**src/rtl/mdu_pkg.sv**
```systemverilog
// Shared encodings and constants for the HI/LO multiply-divide unit.
package mdu_pkg;

  localparam logic [2:0] MD_MULT  = 3'b000;
  localparam logic [2:0] MD_MULTU = 3'b001;
  localparam logic [2:0] MD_DIV   = 3'b010;
  localparam logic [2:0] MD_DIVU  = 3'b011;
  localparam logic [2:0] MD_MTHI  = 3'b100;
  localparam logic [2:0] MD_MTLO  = 3'b101;

  localparam logic [31:0] DIV0_LO = 32'hFFFF_FFFF;

  typedef enum logic [1:0] {
    IDLE = 2'd0,
    CALC = 2'd1,
    FIX  = 2'd2
  } mdu_state_e;

  // Arithmetic ops are the ones with MD_Op[2] clear.
  function automatic logic is_arith(input logic [2:0] op);
    return !op[2];
  endfunction

endpackage

```
**src/rtl/mdu_sign_fix.sv**
```systemverilog
// Sign conditioning around the unsigned iteration core: magnitudes going in,
// conditional negation of the 64-bit product or 32-bit quotient/remainder coming out.
module mdu_sign_fix #(
  parameter int WIDTH = 32
) (
  input  logic               signed_i,
  input  logic [WIDTH-1:0]   a_i,
  input  logic [WIDTH-1:0]   b_i,
  output logic [WIDTH-1:0]   abs_a_o,
  output logic [WIDTH-1:0]   abs_b_o,
  output logic               a_neg_o,
  output logic               b_neg_o,
  input  logic               is_mul_i,
  input  logic               neg_lo_i,
  input  logic               neg_hi_i,
  input  logic [2*WIDTH-1:0] acc_i,
  output logic [WIDTH-1:0]   hi_o,
  output logic [WIDTH-1:0]   lo_o
);

  logic [2*WIDTH-1:0] prod_neg;
  logic [WIDTH-1:0]   rem_neg, quo_neg;

  always_comb begin
    a_neg_o = signed_i & a_i[WIDTH-1];
    b_neg_o = signed_i & b_i[WIDTH-1];
    abs_a_o = a_neg_o ? (~a_i + 1'b1) : a_i;
    abs_b_o = b_neg_o ? (~b_i + 1'b1) : b_i;
  end

  always_comb begin
    prod_neg = ~acc_i + 1'b1;
    rem_neg  = ~acc_i[2*WIDTH-1:WIDTH] + 1'b1;
    quo_neg  = ~acc_i[WIDTH-1:0] + 1'b1;
    if (is_mul_i) begin
      {hi_o, lo_o} = neg_lo_i ? prod_neg : acc_i;
    end else begin
      hi_o = neg_hi_i ? rem_neg : acc_i[2*WIDTH-1:WIDTH];
      lo_o = neg_lo_i ? quo_neg : acc_i[WIDTH-1:0];
    end
  end

endmodule

```
**src/rtl/mult_div_unit.sv**
```systemverilog
// Iterative HI/LO multiply/divide unit: 32 one-bit iterations on magnitudes,
// then a sign-fix cycle that writes HI/LO and pulses Done.
module mult_div_unit
  import mdu_pkg::*;
#(
  parameter int WIDTH = 32
) (
  input  logic             Clk,
  input  logic             Rst_N,
  input  logic             Start,
  input  logic [2:0]       MD_Op,
  input  logic [WIDTH-1:0] In_1,
  input  logic [WIDTH-1:0] In_2,
  output logic             Busy,
  output logic             Done,
  output logic [WIDTH-1:0] HI,
  output logic [WIDTH-1:0] LO
);

  localparam int CW = $clog2(WIDTH);
  localparam logic [CW-1:0] LAST = CW'(WIDTH - 1);

  mdu_state_e         state_q, state_d;
  logic [CW-1:0]      count_q;
  logic [2*WIDTH-1:0] acc_q;
  logic [WIDTH-1:0]   opb_q, raw_a_q, hi_q, lo_q;
  logic               is_mul_q, neg_lo_q, neg_hi_q, div0_q, done_q;

  logic [WIDTH-1:0]   abs_a, abs_b, fix_hi, fix_lo;
  logic               a_neg, b_neg;
  logic               start_arith;
  logic [WIDTH:0]     add_sum, trial;
  logic [2*WIDTH-1:0] mul_next, div_next;

  mdu_sign_fix #(.WIDTH(WIDTH)) u_sign_fix (
    .signed_i (~MD_Op[0]),
    .a_i      (In_1),
    .b_i      (In_2),
    .abs_a_o  (abs_a),
    .abs_b_o  (abs_b),
    .a_neg_o  (a_neg),
    .b_neg_o  (b_neg),
    .is_mul_i (is_mul_q),
    .neg_lo_i (neg_lo_q),
    .neg_hi_i (neg_hi_q),
    .acc_i    (acc_q),
    .hi_o     (fix_hi),
    .lo_o     (fix_lo)
  );

  assign start_arith = Start && (state_q == IDLE) && is_arith(MD_Op);

  // Multiply: acc = {partial, multiplier}; add on LSB, shift right.
  // Divide:   acc = {remainder, dividend->quotient}; trial-subtract, shift left.
  always_comb begin
    add_sum  = {1'b0, acc_q[2*WIDTH-1:WIDTH]} + (acc_q[0] ? {1'b0, opb_q} : '0);
    mul_next = {add_sum, acc_q[WIDTH-1:1]};
    trial    = {acc_q[2*WIDTH-1:WIDTH], acc_q[WIDTH-1]} - {1'b0, opb_q};
    div_next = trial[WIDTH] ? {acc_q[2*WIDTH-2:0], 1'b0}
                            : {trial[WIDTH-1:0], acc_q[WIDTH-2:0], 1'b1};
  end

  always_ff @(posedge Clk) begin
    if (!Rst_N) state_q <= IDLE;
    else        state_q <= state_d;
  end

  always_comb begin
    state_d = state_q;
    unique case (state_q)
      IDLE:    if (start_arith) state_d = CALC;
      CALC:    if (count_q == LAST) state_d = FIX;
      FIX:     state_d = IDLE;
      default: state_d = IDLE;
    endcase
  end

  always_comb begin
    Busy = (state_q != IDLE);
  end

  assign Done = done_q;
  assign HI   = hi_q;
  assign LO   = lo_q;

  always_ff @(posedge Clk) begin
    if (!Rst_N) begin
      count_q  <= '0;
      acc_q    <= '0;
      opb_q    <= '0;
      raw_a_q  <= '0;
      hi_q     <= '0;
      lo_q     <= '0;
      is_mul_q <= 1'b0;
      neg_lo_q <= 1'b0;
      neg_hi_q <= 1'b0;
      div0_q   <= 1'b0;
      done_q   <= 1'b0;
    end else begin
      done_q <= 1'b0;
      unique case (state_q)
        IDLE: begin
          if (start_arith) begin
            count_q  <= '0;
            is_mul_q <= !MD_Op[1];
            neg_lo_q <= a_neg ^ b_neg;
            neg_hi_q <= a_neg;
            div0_q   <= MD_Op[1] && (In_2 == '0);
            raw_a_q  <= In_1;
            acc_q    <= MD_Op[1] ? {{WIDTH{1'b0}}, abs_a} : {{WIDTH{1'b0}}, abs_b};
            opb_q    <= MD_Op[1] ? abs_b : abs_a;
          end else if (Start && MD_Op == MD_MTHI) begin
            hi_q <= In_1;
          end else if (Start && MD_Op == MD_MTLO) begin
            lo_q <= In_1;
          end
        end
        CALC: begin
          acc_q   <= is_mul_q ? mul_next : div_next;
          count_q <= count_q + 1'b1;
        end
        FIX: begin
          hi_q    <= div0_q ? raw_a_q : fix_hi;
          lo_q    <= div0_q ? DIV0_LO : fix_lo;
          done_q  <= 1'b1;
          count_q <= '0;
        end
        default: ;
      endcase
    end
  end

endmodule

```
**config.mk**
```make
export PLATFORM = sky130hd
export DESIGN_NAME = mult_div_unit
export DESIGN_NICKNAME = d
export VERILOG_FILES = /design/src/rtl/mdu_pkg.sv /design/src/rtl/mdu_sign_fix.sv /design/src/rtl/mult_div_unit.sv
export SDC_FILE = /design/constraint.sdc
export NUM_CORES = 1
export LEC_CHECK = 0
export CAP_MARGIN = 0
export CORE_UTILIZATION = 55
export CTS_BUF_LIST = sky130_fd_sc_hd__clkbuf_2 sky130_fd_sc_hd__clkbuf_4 sky130_fd_sc_hd__clkbuf_8
export CTS_CLUSTER_SIZE = 25
export DETAILED_ROUTE_END_ITERATION = 6
export PLACE_DENSITY = 0.84
export SLEW_MARGIN = 0
export SYNTH_ARGS = -nofsm -noshare
export SYNTH_HDL_FRONTEND = slang
export SYNTH_HIERARCHICAL = 1
export SYNTH_SLANG_ARGS = --single-unit
```
**constraint.sdc**
```tcl
create_clock -name Clk -period 9.3 [get_ports Clk]
set_input_delay 1.86 -clock Clk [delete_from_list [all_inputs] [get_ports Clk]]
set_output_delay 1.86 -clock Clk [all_outputs]
set_load 0.01 [all_outputs]
```
==> results.cfg <==
[run_status]
status = finished clean

[sta]
timing.slew.headroom_pct = 16.9
setup_viol = 0
fmax_mhz = 213
min_period_over_period_pct = 50.5
hold_violations = 0
min_period_ps = 4700
rsz0062_at_grt = false
fin_setup_tns_ps = 0
worst_slack_ps = 4600
tightest_slew_ps = 1250
skew_ps = 44.2
drv_slew = 0

[min_path]
whs_endpoint = raw_a_q[23]$_SDFFE_PN0P_
hold_path_depth = 2
hp-class = reg2reg
holdCritStartpoint = raw_a_q[23]$_SDFFE_PN0P_

[yosys]
yosysSeqAreaShare_pct = 24.1
synth.most_common_cell = nand2_1
synth_edf_count = 0
synth_commonest_cells = nand2_1 (269), dfxtp_1 (204), a21oi_1 (156), mux2i_1 (120), nor2_1 (117)
synth_top_area_share_pct = 24.1
synth_cell_types = 83
syn_area_per_cell_um2 = 7.69
ys_seq_elements = 204
syn_nets = 2347
synthCells = 2205
netlist_area_mm2 = 0.0170
async_flop_share_pct = 0
yosys-top-cells-area = dfxtp_1 (24%), mux2i_1 (7.1%), nand2_1 (6.0%), ha_1 (5.2%), xnor2_1 (4.9%)
yosys_warnings = 6
ys.flop_type = dfxtp_1
synth_top_cell_by_area = dfxtp_1

[placed_design]
dp.cells = 2605
place_congestion = 1.00
post-place-ws_ps = 4130
dp_hpwl_um = 43600
numPortBuffers = 135

[critical_path]
reg2reg_slack_ps = 5150
crit_arrival_ps = 5180
cp.required_ps = 9780
worstSetupPathType = in2reg
r2r_start = acc_q[32]$_SDFFE_PN0P_
timing.critical_path.from = In_1[16]
end_kind = flop
cp_max_fo = 6
critPathLaunchType = input pin
r2r_cells = 11
reg2reg_to = acc_q[42]$_SDFFE_PN0P_

[cells_and_area]
drive_gt1_share_pct = 6.04
area_growth_pct = 13.5
post-route-util_pct = 64.3
fin_nets = 2397
antenna_cells = 0
finalNonFillerCells = 2673
nFillCells = 2644

[global_routing]
grt_max_degree = 113
grt_first_pass_wirelength_um = 89600
first_global_vias = 15900
grt_usage_pct = 36.4
antenna_found_initial = 1
overflow = 0

[clocking]
cts_hold_buf = 0
cts_tree = built
cts_buffers = 38
h-tree-depth = 2
clk_latency_ps = 570
clkSlewWorstSetupHoldPaths_ps = 50
clockRootBuffer = clkbuf_8
clockBufferDepth = 3
post_cts_buffers = 0
cts_resized = 0
cts_sinks = 204

[power]
switching_power_mw = 0.963
power.total_mw = 2.80
power.share.switching_pct = 34.4
irDropWorstVdd_v = 0.000114
clkPwrFrac_pct = 35.9
leakage_nw = 7.68
p_seq_share_pct = 34.7
p_int_mw = 1.84
p_per_area_mw_per_mm2 = 146
combPwrFrac_pct = 29.4

[die]
die_h_um = 178
rows = 63
io_pins = 136
dieArea_mm2 = 0.0315
initial_core_util_pct = 56.6
fp.dieW_um = 178
core_area_mm2 = 0.0300

[drt]
drt_iter0_drc = 2155
routed_wl_um = 58800
vias = 17500
wl_per_cell_um = 22.0
firstDrtPassIters = 6
routed_via_density = 6.53
drc = 0
ant_nets = 0

[flow_run]
cap_viol_max_count = 0
power by group through the flow:
| stage | sequential (mW) | combinational (mW) | clock, mW |
|---|---|---|---|
| after floorplan | 0.971 | 0.571 | 0 |
| after global placement | 0.987 | 0.780 | 0 |
| after detailed placement | 0.989 | 0.793 | 0 |
| after CTS | 0.970 | 0.798 | 1.01 |
| after global routing | 0.977 | 0.878 | 1.05 |
| final | 0.973 | 0.824 | 1.01 |
metrics by stage:
stage,area (um2),hold slack [ps]
final,19200,466
after global routing,19200,486
after CTS,19200,467
after detailed placement,18400,459
after global placement,18400,451
after floorplan,17000,443
worst max path at each step:
stage	to	depth (start not counted)	slack [ps]
after detailed placement	acc_q[28]$_SDFFE_PN0P_	10	4130
final	acc_q[30]$_SDFFE_PN0P_	10	4600
after global placement	acc_q[28]$_SDFFE_PN0P_	10	4180
after CTS	acc_q[30]$_SDFFE_PN0P_	10	4690
after global routing	acc_q[31]$_SDFFE_PN0P_	10	4450
after floorplan	acc_q[28]$_SDFFE_PN0P_	9	5000
cells in the final DEF, fill, tap and decap left out, drive strengths merged, types with 69 or more instances in the layout:
cell / Yosys / layout
nand2: 269 / 269
dfxtp: 204 / 204
a21oi: 156 / 156
clkdlybuf4s50: 0 / 133
mux2i: 120 / 120
nor2: 117 / 117
nor2b: 110 / 110
a211oi: 104 / 104
xnor2: 95 / 95
o21ai: 88 / 88
xor2: 74 / 74
inv: 70 / 71
ha: 70 / 70
a21boi: 69 / 69
layer usage:
layer | vias up | routed length (um) | GRT usage [%]
met4 | 2 | 3020 | 18.7
met1 | 8215 | 24500 | 48.2
met2 | 974 | 25600 | 56.5
li1 | 8089 | - | -
met3 | 183 | 5640 | 6.58
met5 | - | 14 | 0
state kept, by name, summed over array words and instances, names as in the netlist, 2 cells and up:
name and cells:
acc_q 64, count_q 5, raw_a_q 32, HI 32
opb_q 32, state_q 2, LO 32
cell type report:
class / instances / area, um2 / share of cell area (%)
repair buffers: 153 / 1480 / 7.70
clock buffers: 59 / 749 / 3.89
clock inverters: 9 / 129 / 0.670
inverters: 70 / 263 / 1.37
well taps: 390 / 488 / 2.54
multi-input cells: 1788 / 12100 / 62.6
flip-flops and latches: 204 / 4090 / 21.2
logic make-up (layout without fill, tap and decap cells):
family	after synthesis	after routing	synth area share (%)
DFF	204	204	24.1
muxes	126	126	7.48
buffers and inverters	213	291	5.11
xor gates and xnor gates	169	169	8.77
AOI/OAI and AO/OA	641	641	25.9
and+or+nand+nor	780	780	23.2
adders and majority gates	72	72	5.40
critical path, cell delays in order:
cell	delay [ps]
clkdlybuf4s50_1	550
or4_1	660
or4b_1	550
or3_1	430
o31ai_1	350
xnor2_1	200
a211oi_1	110
a211oi_1	250
a21oi_1	70
nor2b_1	140
Power figures use the tool's default switching activity.
